--- config.mk ---
export PLATFORM = sky130hd
export DESIGN_NAME = predecode_queue
export DESIGN_NICKNAME = d
export VERILOG_FILES = /design/src/rtl/predecode_queue_pkg.sv /design/src/rtl/predecode_lane.sv /design/src/rtl/predecode_queue.sv
export SDC_FILE = /design/constraint.sdc
export NUM_CORES = 2
export LEC_CHECK = 0
export BUFFER_PORTS_ARGS = -buffer_cell sky130_fd_sc_hd__buf_2
export CORE_ASPECT_RATIO = 0.7
export CORE_MARGIN = 4
export CORE_UTILIZATION = 45
export CTS_CLUSTER_DIAMETER = 60
export DETAILED_ROUTE_END_ITERATION = 6
export PLACE_DENSITY = 0.62
export SLEW_MARGIN = 20
export SYNTH_ARGS = -nofsm -noshare
export SYNTH_HDL_FRONTEND = slang
export SYNTH_SLANG_ARGS = --single-unit
--- constraint.sdc ---
create_clock -name clock -period 7.9 [get_ports clock]
set_input_delay 1.58 -clock clock [delete_from_list [all_inputs] [get_ports clock]]
set_output_delay 1.58 -clock clock [all_outputs]
set_load 0.03 [all_outputs]
--- src/rtl/predecode_queue_pkg.sv ---
// rtl/predecode_queue_pkg.sv - shared types, ISA constants and helpers for the predecode queue
package predecode_queue_pkg;

  localparam int INST_W = 32;

  localparam logic [6:0] OPC_BRANCH = 7'b1100011;
  localparam logic [6:0] OPC_JAL    = 7'b1101111;
  localparam logic [6:0] OPC_JALR   = 7'b1100111;

  localparam logic [4:0] REG_RA = 5'd1;
  localparam logic [4:0] REG_T0 = 5'd5;

  typedef struct packed {
    logic cond_branch;
    logic uncond_branch;
    logic jump;
    logic jump_back;
    logic is_call;
    logic is_return;
  } predecode_info_t;

  // x1 and x5 are the two registers the calling convention treats as link registers.
  function automatic logic is_link_reg(input logic [4:0] r);
    return (r == REG_RA) || (r == REG_T0);
  endfunction

  // Takes inst[31:12] and returns the sign-extended J-type offset (bit 0 always zero).
  function automatic logic [31:0] j_imm(input logic [19:0] upper);
    return {{12{upper[19]}}, upper[7:0], upper[8], upper[18:9], 1'b0};
  endfunction

endpackage

--- src/rtl/predecode_lane.sv ---
// rtl/predecode_lane.sv - combinational control-flow classifier for one fetch lane
module predecode_lane
  import predecode_queue_pkg::*;
(
  input  logic                  valid,
  input  logic [INST_W-1:0]     inst,
  input  logic [31:0]           pc,
  output predecode_info_t       info,
  output logic [31:0]           j_target
);

  logic [6:0] opcode;
  logic [2:0] funct3;
  logic [4:0] rd;
  logic [4:0] rs1;
  logic       is_cond;
  logic       is_jal;
  logic       is_jalr;

  assign opcode = inst[6:0];
  assign rd     = inst[11:7];
  assign funct3 = inst[14:12];
  assign rs1    = inst[19:15];

  // Decode the branch/jump class; funct3 010/011 are not defined branch encodings.
  always_comb begin
    info    = '0;
    is_cond = (opcode == OPC_BRANCH) && (funct3 != 3'b010) && (funct3 != 3'b011);
    is_jal  = (opcode == OPC_JAL);
    is_jalr = (opcode == OPC_JALR) && (funct3 == 3'b000);
    if (valid) begin
      info.cond_branch   = is_cond;
      info.uncond_branch = is_jal || is_jalr;
      info.jump          = is_jal;
      info.jump_back     = is_jalr;
      info.is_call       = (is_jal || is_jalr) && is_link_reg(rd);
      info.is_return     = is_jalr && is_link_reg(rs1) && !is_link_reg(rd);
    end
  end

  assign j_target = pc + j_imm(inst[31:12]);

endmodule

--- src/rtl/predecode_queue.sv ---
// rtl/predecode_queue.sv - multi-lane predecode with early JAL redirect feeding a circular instruction buffer
module predecode_queue
  import predecode_queue_pkg::*;
#(
  parameter int FETCH_WIDTH    = 2,
  parameter int DISPATCH_WIDTH = 2,
  parameter int DEPTH          = 8
) (
  input  logic                                     clock,
  input  logic                                     reset_n,
  input  logic                                     flush,
  input  logic [FETCH_WIDTH-1:0]                   if_valid,
  input  logic [FETCH_WIDTH-1:0][INST_W-1:0]       if_inst,
  input  logic [FETCH_WIDTH-1:0][31:0]             if_pc,
  output logic                                     if_ready,
  output logic                                     redirect_valid,
  output logic [31:0]                              redirect_pc,
  output logic [DISPATCH_WIDTH-1:0]                out_valid,
  output logic [DISPATCH_WIDTH-1:0][INST_W-1:0]    out_inst,
  output logic [DISPATCH_WIDTH-1:0][31:0]          out_pc,
  output predecode_info_t [DISPATCH_WIDTH-1:0]     out_info,
  input  logic [$clog2(DISPATCH_WIDTH+1)-1:0]      dis_take,
  output logic [$clog2(DEPTH+1)-1:0]               count
);

  localparam int PTR_W = $clog2(DEPTH);
  localparam int CNT_W = $clog2(DEPTH + 1);
  localparam int ENQ_W = $clog2(FETCH_WIDTH + 1);

  predecode_info_t [FETCH_WIDTH-1:0] lane_info;
  logic [FETCH_WIDTH-1:0][31:0]      lane_tgt;

  logic [FETCH_WIDTH-1:0] keep;
  logic [ENQ_W-1:0]       n_enq;
  logic                   stop;
  logic                   jal_hit;
  logic [31:0]            jal_target;

  logic [PTR_W-1:0] head;
  logic [PTR_W-1:0] tail;
  logic             space_ok;
  logic             enq_fire;
  logic [CNT_W-1:0] take_ext;
  logic [CNT_W-1:0] taken;

  logic [INST_W-1:0]  mem_inst [DEPTH];
  logic [31:0]        mem_pc   [DEPTH];
  predecode_info_t    mem_info [DEPTH];

  for (genvar g = 0; g < FETCH_WIDTH; g++) begin : g_lane
    predecode_lane u_lane (
      .valid    (if_valid[g]),
      .inst     (if_inst[g]),
      .pc       (if_pc[g]),
      .info     (lane_info[g]),
      .j_target (lane_tgt[g])
    );
  end

  // Keep the contiguous valid run from lane 0, ending at the first unconditional jump.
  always_comb begin
    keep       = '0;
    n_enq      = '0;
    stop       = 1'b0;
    jal_hit    = 1'b0;
    jal_target = '0;
    for (int i = 0; i < FETCH_WIDTH; i++) begin
      if (!stop && if_valid[i]) begin
        keep[i] = 1'b1;
        n_enq   = n_enq + ENQ_W'(1);
        if (lane_info[i].uncond_branch) begin
          stop       = 1'b1;
          jal_hit    = lane_info[i].jump;
          jal_target = lane_tgt[i];
        end
      end else begin
        stop = 1'b1;
      end
    end
  end

  // Space is judged on the pre-cycle count so a same-cycle dequeue never frees room for fetch.
  assign space_ok = count <= CNT_W'(DEPTH - FETCH_WIDTH);
  assign if_ready = !reset_n || space_ok;
  assign enq_fire = reset_n && !flush && space_ok;
  assign take_ext = CNT_W'(dis_take);
  assign taken    = (take_ext > count) ? count : take_ext;

  // Pointer, occupancy and redirect state; flush clears like reset.
  always_ff @(posedge clock) begin
    if (!reset_n || flush) begin
      head           <= '0;
      tail           <= '0;
      count          <= '0;
      redirect_valid <= 1'b0;
      redirect_pc    <= '0;
    end else begin
      head           <= head + PTR_W'(taken);
      if (enq_fire) tail <= tail + PTR_W'(n_enq);
      count          <= count + (enq_fire ? CNT_W'(n_enq) : CNT_W'(0)) - taken;
      redirect_valid <= enq_fire && jal_hit;
      if (enq_fire && jal_hit) redirect_pc <= jal_target;
    end
  end

  // Write kept lanes into consecutive slots starting at tail.
  always_ff @(posedge clock) begin
    if (enq_fire) begin
      for (int i = 0; i < FETCH_WIDTH; i++) begin
        if (keep[i]) begin
          mem_inst[tail + PTR_W'(i)] <= if_inst[i];
          mem_pc[tail + PTR_W'(i)]   <= if_pc[i];
          mem_info[tail + PTR_W'(i)] <= lane_info[i];
        end
      end
    end
  end

  // Present the oldest entries to dispatch, head first.
  always_comb begin
    for (int i = 0; i < DISPATCH_WIDTH; i++) begin
      out_valid[i] = reset_n && (CNT_W'(i) < count);
      out_inst[i]  = mem_inst[head + PTR_W'(i)];
      out_pc[i]    = mem_pc[head + PTR_W'(i)];
      out_info[i]  = mem_info[head + PTR_W'(i)];
    end
  end

  // Dispatch may never consume more entries than are buffered.
  a_take_le_count: assert property (@(posedge clock) disable iff (!reset_n || flush) take_ext <= count);

endmodule
# [Word level (Yosys, flattened, before mapping)]
# Memories as Yosys holds them, arrays and structs flattened. A register that Yosys moved wholly into a read port is not among the register bits.
# Index checks and enable logic that the tools add are counted.
[classes] add_sub_neg=9 multipliers=0 div_mod_pow=0 n_lt_le_gt_ge=4 eq_ne=18 shifts=0 n_mux=27 n_bitwise=0 reduce_logical=33
[ops] operator="$mux W32" count=4
[ops] operator="$add A32 B32 Y32" count=2
[ops] operator="$eq A7 B7 Y1 const B" count=6
[ops] operator="$eq A5 B1 Y1 const B" count=4
[ops] operator="$eq A5 B3 Y1 const B" count=4
[ops] operator="$logic_and A1 B1 Y1" count=18
[ops] operator="$mux W1" count=15
[ops] operator="$mux W6" count=2
[ops] operator="$ne A3 B2 Y1 const B" count=4
[ops] operator="$mux W3" count=3
[ops] operator="$logic_or A1 B1 Y1" count=8
[ops] operator="$lt A1 B4 Y1 const A" count=2
[ops] operator="$add A3 B1 Y3 const B" count=2
[ops] operator="$logic_not A3 Y1" count=2
[ops] operator="$logic_not A1 Y1" count=5
[ops] operator="$add A4 B2 Y4" count=1
[ops] operator="$gt A2 B4 Y1" count=1
[ops] operator="$le A4 B3 Y1 const B" count=1
[ops] operator="$mux W2" count=2
[ops] operator="$mux W4" count=1
[ops] operator="$sub A4 B4 Y4" count=1
[ops] operator="$add A3 B2 Y3" count=1
[ops] operator="$add A3 B3 Y3" count=1
[ops] operator="$add A2 B1 Y2 const B" count=1
[word_totals] regBits=43 latchBits=0 ram_bits=560 romBits=0 inputBits=135 out_inout_bits=180 elab_cells=99 memories=3
[mem_list] memory="mem_inst" depth=8 word_bits=32 rd=2 rd_ports_with_merged_regs=1 wr=2 line="predecode_queue.sv:46" rtl="logic [INST_W-1:0] mem_inst [DEPTH];"
[mem_list] memory="mem_pc" depth=8 word_bits=32 rd=2 rd_ports_with_merged_regs=1 wr=2 line="predecode_queue.sv:47" rtl="logic [31:0] mem_pc [DEPTH];"
[mem_list] memory="mem_info" depth=8 word_bits=6 rd=2 rd_ports_with_merged_regs=1 wr=2 line="predecode_queue.sv:48" rtl="predecode_info_t mem_info [DEPTH];"

# [Longest topological paths before layout]
[logic_depth] word_depth=13 mapped_depth=14 depth_no_buf=13

# [Modules after synthesis]
# A second synthesis with hierarchy kept.
[unflattened] cells_unflattened=2488 hier_area_um2=38927.3
[modules_own_cells] mod="predecode_queue" instances=1 cells_per_inst=1952 area_each_um2=35133.7 seq_area_each_um2=17677.0
[modules_own_cells] mod="predecode_lane" instances=2 cells_per_inst=268 area_each_um2=1896.8 seq_area_each_um2=0.0

# [Least setup slack after synthesis]
# OpenSTA, ideal clock, no wires.
[synth_path] path_kind="input to register" start="input flush" end="memory mem_info[0][0] (netlist name), enable pin" setup_ns=0.601 t_arrival_ns=7.892 t_required_ns=7.299 setup_slack_ns=-0.593 path_stages=6 path_buffers=1 path_cell_list="nand2b_1 clkbuf_1 a311oi_1 nand2_1 or2_2 o31ai_1"
[synth_rtl] item="from (decl)" line="predecode_queue.sv:11" rtl="input logic flush,"
[synth_rtl] item="to (decl)" line="predecode_queue.sv:48"

==> results.sh <==
export IMPL_hold_path_class="reg -> reg"
export IMPL_h_tree_depth=3
export IMPL_die_h_um=249
export IMPL_grt_pass1_wl_mm=191
export IMPL_worst_path_largest_cell_delay_ps=970
export IMPL_fin_setup_tns_ps=0
export IMPL_powerDensity_nw_per_um2=251
export IMPL_ys_ff_latch=603
export IMPL_crit_type="reg -> out"
export IMPL_cts_tree="yes"
export IMPL_cts_hold_buf=0
export IMPL_finalClockSkew_ps=15.8
export IMPL_grt_use_total=0.291
export IMPL_final_nets=3644
export IMPL_via_per_inst=6.22
export IMPL_cts_buffers=69
export IMPL_area_growth_pct=12.6
export IMPL_hold_end="redirect_pc[21]"
export IMPL_clock_sinks=603
export IMPL_placed_area_um2=39800
export IMPL_clkTransAtPathRegs_ps=60
export IMPL_mostFrequentLayoutCell="nand2_1"
export IMPL_vdd_drop_max_v=0.000173
export IMPL_netlist_area_um2=37300
export IMPL_cp_depth=5
export IMPL_synthFlopType="edfxtp_1"
export IMPL_die_area_um2=87700
export IMPL_path_buf_inv=2
export IMPL_ios=315
export IMPL_finalCritPeriodShare=0.684
export IMPL_worst_pin_slew_ps=1100
export IMPL_clk_latency_ps=620
export IMPL_port_buffer_count=314
export IMPL_maxSlewViolCount=0
export IMPL_reg2reg_from="count[3]"
export IMPL_end_kind="output pin"
export IMPL_synth_edf_count=560
export IMPL_p_leak_uw=0.0158
export IMPL_p_int_uw=6930
export IMPL_grt_max_degree=131
export IMPL_cp_data_arrival_time_ps=3830
export IMPL_routedWlPerCell_um=28.6
export IMPL_min_period_ps=5410
export IMPL_yosysWarnings=0
export IMPL_cts_buffer_depth=3
export IMPL_avgSynthCellArea_um2=11.4
export IMPL_path_delay_family="flip-flops"
export IMPL_outcome="finished, violations left"
export IMPL_drc=1
export IMPL_relSlewSlack=0.267
export IMPL_dieWidth_um=352
export IMPL_start_util=0.453
export IMPL_power_uw=10600
export IMPL_yosysSeqAreaShare=0.473
export IMPL_synth_distinct_cells=80
export IMPL_wl_mm=130
export IMPL_r2r_end="mem_inst[1][30]"
export IMPL_r2r_slack_ps=3070
export IMPL_postCtsSetupBuffers=0
export IMPL_dp_hpwl_mm=83.0
export IMPL_drt_iter0_markers=3763
export IMPL_finalHoldViolations=0
export IMPL_power_switching_uw=3640
export IMPL_p_seq_frac=0.350
export IMPL_cap_violations=0
export IMPL_grt_overflow=0
export IMPL_synthesis_nets=3498
export IMPL_start_kind="flop"
export IMPL_fp_coreArea_um2=82400
export IMPL_path_max_fanout=85
export IMPL_rsz0062_at_grt="false"
export IMPL_async_reset_ff_frac=0
export IMPL_final_area_um2=42000
export IMPL_drive_above_1_share=0.301
export IMPL_gp_congestion=0.937
export IMPL_rows=88
export IMPL_vias=28369
export IMPL_violations="DRC"
export IMPL_ctsResizeCount=0
export IMPL_cts_root_buf="clkbuf_16"
export IMPL_final_setup_viol_count=0
export IMPL_worstRegToRegCells=8
export IMPL_worstHoldStart="redirect_pc[21]"
export IMPL_first_pass_iters=7
export IMPL_crit_chain="ha_4 > buf_12 > mux4_2 > mux2_2 > buf_2"
export IMPL_ant_nets=0
export IMPL_most_common_layout_cells="nand2_1, edfxtp_1, buf_2, mux4_2, mux2_2"
export IMPL_antenna_found_initial=9
export IMPL_combPwrFrac=0.343
export IMPL_fmax_ghz=0.185
export IMPL_crit_slowest_cell="dfxtp_4"
export IMPL_power_share_clock=0.308
export IMPL_cp_required_ps=6320
export IMPL_worstHoldPathCells=2
export IMPL_grt_pass1_vias=27298
export IMPL_syn_inst=3283
export IMPL_swShare=0.344
-- registers in the layout (all words and copies together), names as in the netlist --
signal	cells
count	4
head	3
mem_info	48
mem_inst	256
mem_pc	256
redirect_pc	32
redirect_valid	1
tail	3
-- cells by family after synthesis --
family,Yosys count,share of synthesized area
compound gates,317,0.0543
fa+ha+maj,80,0.0278
buf+inv,319,0.0346
mux,555,0.251
xor+xnor,56,0.0131
flops,603,0.473
simple gates,1353,0.145
-- worst max path at each step --
| stage | from | to | slack, ps |
|---|---|---|---|
| global route | head[1] | out_inst[56] | 2330 |
| CTS | head[1] | out_inst[46] | 2420 |
| finish | head[1] | out_inst[56] | 2490 |
| global placement | reset_n | mem_inst[1][23] | 2450 |
| detailed placement | if_inst[5] | mem_inst[1][1] | 2390 |
| floorplan | flush | mem_info[1][0] | -360 |
-- power groups by stage --
stage | Sequential (uW) | Clock, uW | Combinational (uW)
after global routing | 3700 | 3410 | 3820
after global placement | 3760 | 0 | 3600
after floorplan | 3710 | 0 | 2610
after detailed placement | 3760 | 0 | 3610
final | 3700 | 3250 | 3620
after CTS | 3690 | 3280 | 3630
-- per-stage QoR --
step                 util  hold slack, ps  cells  setup slack, ps
global route        0.510             520   4560             2330
detailed placement  0.483             475   4437             2390
finish              0.510             495   4560             2490
global placement    0.483             465   4437             2450
floorplan               -             551   3283             -363
CTS                 0.510             500   4555             2420
-- tightest hold or removal path, stage by stage, from the launching register on --
cell and delay, ps:
dfxtp_1 340, nand2_1 60, o221ai_1 60
-- area by class of cell --
cell class	count	area [um2]
repair buffers	362	2030
fillers	7212	40300
clock buffers	90	1920
clock inverters	28	294
well taps	1080	1350
multi-input cells	2361	18600
inverters	32	120
flip-flops and latches	603	17700
diodes	4	10.0
-- metal layers --
layer | global-route usage | wire length (um) | vias to the layer above
li1 | - | - | 12279
met1 | 0.422 | 53000 | 14116
met2 | 0.435 | 57400 | 1750
met3 | 0.0726 | 15900 | 216
met4 | 0.0824 | 3830 | 8
met5 | 0 | 52 | -
-- synthesized netlist by cell type (6+ instances only) --
library cell  number  share of area
a211oi_1           8         0.0016
a21o_1            32         0.0064
a21oi_1           59         0.0079
a22oi_1           17         0.0034
a31oi_1           10         0.0017
and2_1            10         0.0017
buf_1             29         0.0029
buf_2             61         0.0082
clkbuf_1         192          0.019
dfxtp_1           43          0.023
edfxtp_1         560           0.45
ha_1              75          0.025
inv_1             32         0.0032
mux2_2           263          0.079
mux2i_1           12         0.0032
mux4_2           280           0.17
nand2_1         1186           0.12
nand2b_1          12         0.0020
nand3_1           32         0.0043
nand4_1           15         0.0025
nor2_1            35         0.0035
nor2b_1            9         0.0015
nor3_1            11         0.0015
o21ai_0          122          0.016
o21bai_1           9         0.0018
or2_2              6         0.0010
xnor2_1           30         0.0070
xor2_1            26         0.0061
(Power assumes the default switching activity.)
